File: src/rtl/mux_valve_sequencer.sv
// mux_valve_sequencer: break-before-make sequencer for a binary-tree valve
// multiplexer. A request is latched, every valve is closed for SETTLE_CYCLES,
// then the complementary per-level pattern for the leaf is applied for
// SETTLE_CYCLES before the route is reported as held.
// Optional build macro: MUX_HOLD_TIMEOUT_EN (auto-isolate after HOLD_MAX
// cycles in ROUTED with no new request, pulsing timeout).
module mux_valve_sequencer #(
    parameter int unsigned LEVELS        = 6,
    parameter int unsigned SETTLE_CYCLES = 16,
    parameter int unsigned HOLD_MAX      = 1024
) (
    input  logic              clk,
    input  logic              rst_n,
    input  logic              req_valid,
    output logic              req_ready,
    input  logic [LEVELS-1:0] req_addr,
    input  logic              req_iso,
    output logic [LEVELS-1:0] ctl_0,
    output logic [LEVELS-1:0] ctl_1,
    output logic              route_valid,
    output logic [LEVELS-1:0] route_addr,
    output logic              timeout
);

    localparam int unsigned CW = $clog2(SETTLE_CYCLES + 1);
    localparam logic [CW-1:0] LOAD = CW'(SETTLE_CYCLES - 1);

    if (SETTLE_CYCLES < 1 || SETTLE_CYCLES > 255) begin : g_bad_settle
        $error("SETTLE_CYCLES must be in 1..255");
    end
    if (HOLD_MAX < 1) begin : g_bad_hold
        $error("HOLD_MAX must be at least 1");
    end

    typedef enum logic [1:0] {
        IDLE   = 2'd0,
        CLOSE  = 2'd1,
        OPEN   = 2'd2,
        ROUTED = 2'd3
    } state_t;

    state_t            state;
    logic [CW-1:0]     cnt;
    logic              pend;
    logic [LEVELS-1:0] addr_q;
    logic              iso_q;

`ifdef MUX_HOLD_TIMEOUT_EN
    localparam int unsigned HW = $clog2(HOLD_MAX + 1);
    logic [HW-1:0] hold;
`endif

    // Level j (c_(j+1)_x) is steered by address bit LEVELS-1-j: the root
    // level uses the MSB.
    function automatic logic [LEVELS-1:0] path_bits(input logic [LEVELS-1:0] a);
        logic [LEVELS-1:0] r;
        r = '0;
        for (int unsigned j = 0; j < LEVELS; j++) begin
            r[j] = a[LEVELS-1-j];
        end
        return r;
    endfunction

    // Sequencer FSM with all outputs registered. The accepted request spends
    // one capture cycle (pend) before CLOSE so the close phase is exactly
    // SETTLE_CYCLES long as seen on ctl_0/ctl_1.
    always_ff @(posedge clk or negedge rst_n) begin
        if (!rst_n) begin
            state       <= IDLE;
            cnt         <= '0;
            pend        <= 1'b0;
            addr_q      <= '0;
            iso_q       <= 1'b0;
            ctl_0       <= '1;
            ctl_1       <= '1;
            route_valid <= 1'b0;
            route_addr  <= '0;
            req_ready   <= 1'b1;
            timeout     <= 1'b0;
`ifdef MUX_HOLD_TIMEOUT_EN
            hold        <= '0;
`endif
        end else begin
            timeout <= 1'b0;
            if (req_valid && req_ready) begin
                addr_q      <= req_addr;
                iso_q       <= req_iso;
                pend        <= 1'b1;
                req_ready   <= 1'b0;
                route_valid <= 1'b0;
            end else if (pend) begin
                pend  <= 1'b0;
                state <= CLOSE;
                cnt   <= LOAD;
                ctl_0 <= '1;
                ctl_1 <= '1;
            end else begin
                case (state)
                    CLOSE: begin
                        if (cnt == '0) begin
                            if (iso_q) begin
                                state     <= IDLE;
                                req_ready <= 1'b1;
                            end else begin
                                state <= OPEN;
                                cnt   <= LOAD;
                                ctl_0 <= path_bits(addr_q);
                                ctl_1 <= ~path_bits(addr_q);
                            end
                        end else begin
                            cnt <= cnt - 1'b1;
                        end
                    end
                    OPEN: begin
                        if (cnt == '0) begin
                            state       <= ROUTED;
                            route_valid <= 1'b1;
                            route_addr  <= addr_q;
                            req_ready   <= 1'b1;
`ifdef MUX_HOLD_TIMEOUT_EN
                            hold        <= '0;
`endif
                        end else begin
                            cnt <= cnt - 1'b1;
                        end
                    end
                    ROUTED: begin
`ifdef MUX_HOLD_TIMEOUT_EN
                        if (hold == HW'(HOLD_MAX - 1)) begin
                            state       <= CLOSE;
                            cnt         <= LOAD;
                            iso_q       <= 1'b1;
                            ctl_0       <= '1;
                            ctl_1       <= '1;
                            route_valid <= 1'b0;
                            req_ready   <= 1'b0;
                            timeout     <= 1'b1;
                        end else begin
                            hold <= hold + 1'b1;
                        end
`endif
                    end
                    default: begin
                    end
                endcase
            end
        end
    end

endmodule

File: config.mk
export PLATFORM = sky130hd
export DESIGN_NAME = mux_valve_sequencer
export DESIGN_NICKNAME = d
export VERILOG_FILES = /design/src/rtl/mux_valve_sequencer.sv
export SDC_FILE = /design/constraint.sdc
export NUM_CORES = 1
export LEC_CHECK = 0
export ABC_CLOCK_PERIOD_IN_PS = 2600
export BUFFER_PORTS_ARGS = -buffer_cell sky130_fd_sc_hd__buf_4
export CORE_MARGIN = 5
export CORE_UTILIZATION = 53
export DETAILED_ROUTE_END_ITERATION = 16
export HOLD_SLACK_MARGIN = 0.1
export PLACE_DENSITY = 0.77
export SLEW_MARGIN = 20
export SYNTH_ARGS = -nofsm -noshare
export SYNTH_HDL_FRONTEND = slang
export SYNTH_SLANG_ARGS = --single-unit
File: constraint.sdc
create_clock -name clk -period 2.6 [get_ports clk]
set_input_delay 0.13 -clock clk [delete_from_list [all_inputs] [get_ports clk]]
set_output_delay 0.13 -clock clk [all_outputs]
set_load 0.05 [all_outputs]
==> metrics.cfg <==
[run_status]
outcome = complete, no violations

[yosys]
synth-edff-count = 0
synth_fp_nets = 132
ys_ff_latch = 35
ys.flop_type = dfrtp_1
synth_compound_area_frac = 0.1256
synth_simple_gate_area_frac = 0.1224
synth_area_um2 = 1554
synthMuxAreaShare = 0.1272
avgSynthCellArea_um2 = 12.84
synth_xor_area_frac = 0.005636
ys_types = 38
synth_top_family_by_area = multiplexers
ys_warn_count = 0
yosysSeqAreaShare = 0.5741
async_reset_ff_frac = 1.000
synth_cells = 121
synth_fa_ha_area_frac = 0.008052

[global_routing]
grt_overflow = 0
grt_max_degree = 36
grt_pass1_vias = 1142
antenna_found_initial = 0
grt_usage = 0.1690
grt_pass1_wl_mm = 5.368

[finish]
layout_common_cells = buf_4 (30), dfrtp_1 (22), mux2_2 (14), dfstp_2 (13), dlygate4sd3_1 (9)
design_area_um2 = 1926
final_common_cell = buf_4
n_antenna_cell = 0
layout.nets = 173
syn_to_final_growth_pct = 23.91
final_cell_count_no_fill = 194
post-route-util = 0.6923
drive_above_1_share = 0.4172

[clock_network]
clock_sinks = 35
numCtsBuffers = 5
tritoncts = yes
path_clk_slew_ns = 0.10
ctsResizeCount = 0
post-cts-setup-buffers = 0
clockBufferDepth = 2
cts-htree-levels = 2
cts_root_buffer = clkbuf_4
clk_latency_ns = 0.34

[die]
fp-row-count = 19
die_h_um = 64.15
core-area_um2 = 2781
start_util = 0.5587
io_pins = 31
die_width_um = 64.15
dieArea_um2 = 4115

[critical_path]
r2r_start = cnt[0]
slowest_delay_ns = 0.49
critPathMaxFanout = 7
cp.arrival_ns = 2.42
cp-start-kind = register
critPathLaunch = cnt[0]
worstSetupPathType = reg2reg
crit_chain = inv_1 > ha_1 > nor4b_4 > nand2_4 > nor3_4 > mux2_2
required_ns = 2.83
cp_slowest_cell = nor4b_4
r2r_slack_ns = 0.40
crit_path_end_kind = register

[pwr]
p_leak_nw = 0.8697
irDropWorstVdd_v = 0.0009890
power.density_nw_per_um2 = 1402
total_power_mw = 2.699

[drt]
drt-total-wl_mm = 3.051
drt_iter0_drc = 20
ant_nets = 0
viasPerCell = 5.572
via_count = 1081
route.detailed.drc = 0
firstDrtPassIters = 4
wire_per_inst_um = 15.73

[timing]
hold_viol = 0
holdWs_ns = 0.2638
fin_crit_sh = 0.8456
fmax_mhz = 454.8
finalSetupViolCount = 0
slew_headroom = 0.6385
fin_tns_setup_ns = 0
fin_crit_ns = 2.199
tightest_slew_ns = 0.5400
worst_slack_ns = 0.4013
rsz0062_at_grt = false
drv_slew = 0
finClkSkew_ns = 0.006641

[placement]
gp_congestion = 0.8026
dp_slack_ns = 0.4000
io_buffers = 29
dp.cells = 177
dpl.hpwl_mm = 2.111
dpl_cell_area_um2 = 1787

[run]
max_cap_violations = 0

[worst_hold_path]
hp-class = in2async

-- where the power goes --
group / internal, mW / switching [mW] / total, mW / leakage, nW
registers: 0.841 / 0.210 / 1.05 / 0.414
clock network: 0.108 / 0.169 / 0.277 / 0.0265
logic: 0.535 / 0.837 / 1.37 / 0.430
total: 1.48 / 1.22 / 2.70 / 0.870
-- metal layers --
metal | GRT usage | up-vias | routed length [um]
met3 | 0.06830 | 6 | 175
met1 | 0.2100 | 536 | 1306
li1 | - | 514 | -
met2 | 0.2651 | 25 | 1521
met4 | 0.06361 | 0 | 48
met5 | 0 | - | 0
-- worst max-delay path, delay by kind of cell, from the launching register on --
family | cells | cell delay, ns
mux | 1 | 0.39
fa+ha+maj | 1 | 0.20
buf+inv | 1 | 0.07
flops | 1 | 0.41
simple gates | 3 | 1.01
-- Yosys cell counts (2+ instances only) --
master     number  area share
inv_1           6       0.014
nand2_1         4      0.0097
o22a_1          3       0.017
a21oi_1         8       0.026
mux2_2         14        0.10
a2bb2oi_1       7       0.039
dfrtp_1        22        0.35
dfstp_2        13        0.22
o21a_1          2      0.0097
nor2_1          7       0.017
mux2i_1         4       0.026
nand2b_1        2      0.0081
nor3_1          4       0.013
-- flip-flops by register name, indices dropped and copies added (netlist names), 2 cells and up --
register / flops
state: 2
ctl_1: 6
route_addr: 6
cnt: 5
ctl_0: 6
addr_q: 6
-- path summary, 6_finish.rpt --
| check | end | cells past startpoint |
|---|---|---|
| max reg2reg | route_addr[1] | 6 |
| min in group clk | ctl_1[0] | 1 |
| max | route_addr[1] | 6 |
| min | addr_q[0] | 2 |
| max in group asynchronous | ctl_0[0] | 2 |
| min reg2reg | ctl_1[0] | 1 |
-- final cells by class --
type / count / area, um2
tap: 31 / 38.79
timing repair buffer: 39 / 315.3
clock buffer: 8 / 48.80
inverter: 6 / 22.52
multi-input combinational: 75 / 608.1
sequential: 35 / 892.1
fill: 210 / 855.8
-- cell families (layout without fill, tap and decap cells) --
| group | Yosys count | after routing |
|---|---|---|
| buffers and inverters | 11 | 53 |
| and+or+nand+nor | 28 | 28 |
| xor gates and xnor gates | 1 | 1 |
| DFF | 35 | 35 |
| muxes | 18 | 18 |
| AOI/OAI and AO/OA | 26 | 26 |
| other | 1 | 1 |
| adders and majority gates | 1 | 1 |
-- repair_timing --
action	CTS	global route
hold buffers	9	0
hold endpoints to repair	43	0
setup endpoints to repair	0	0
Power figures use the tool's default switching activity.
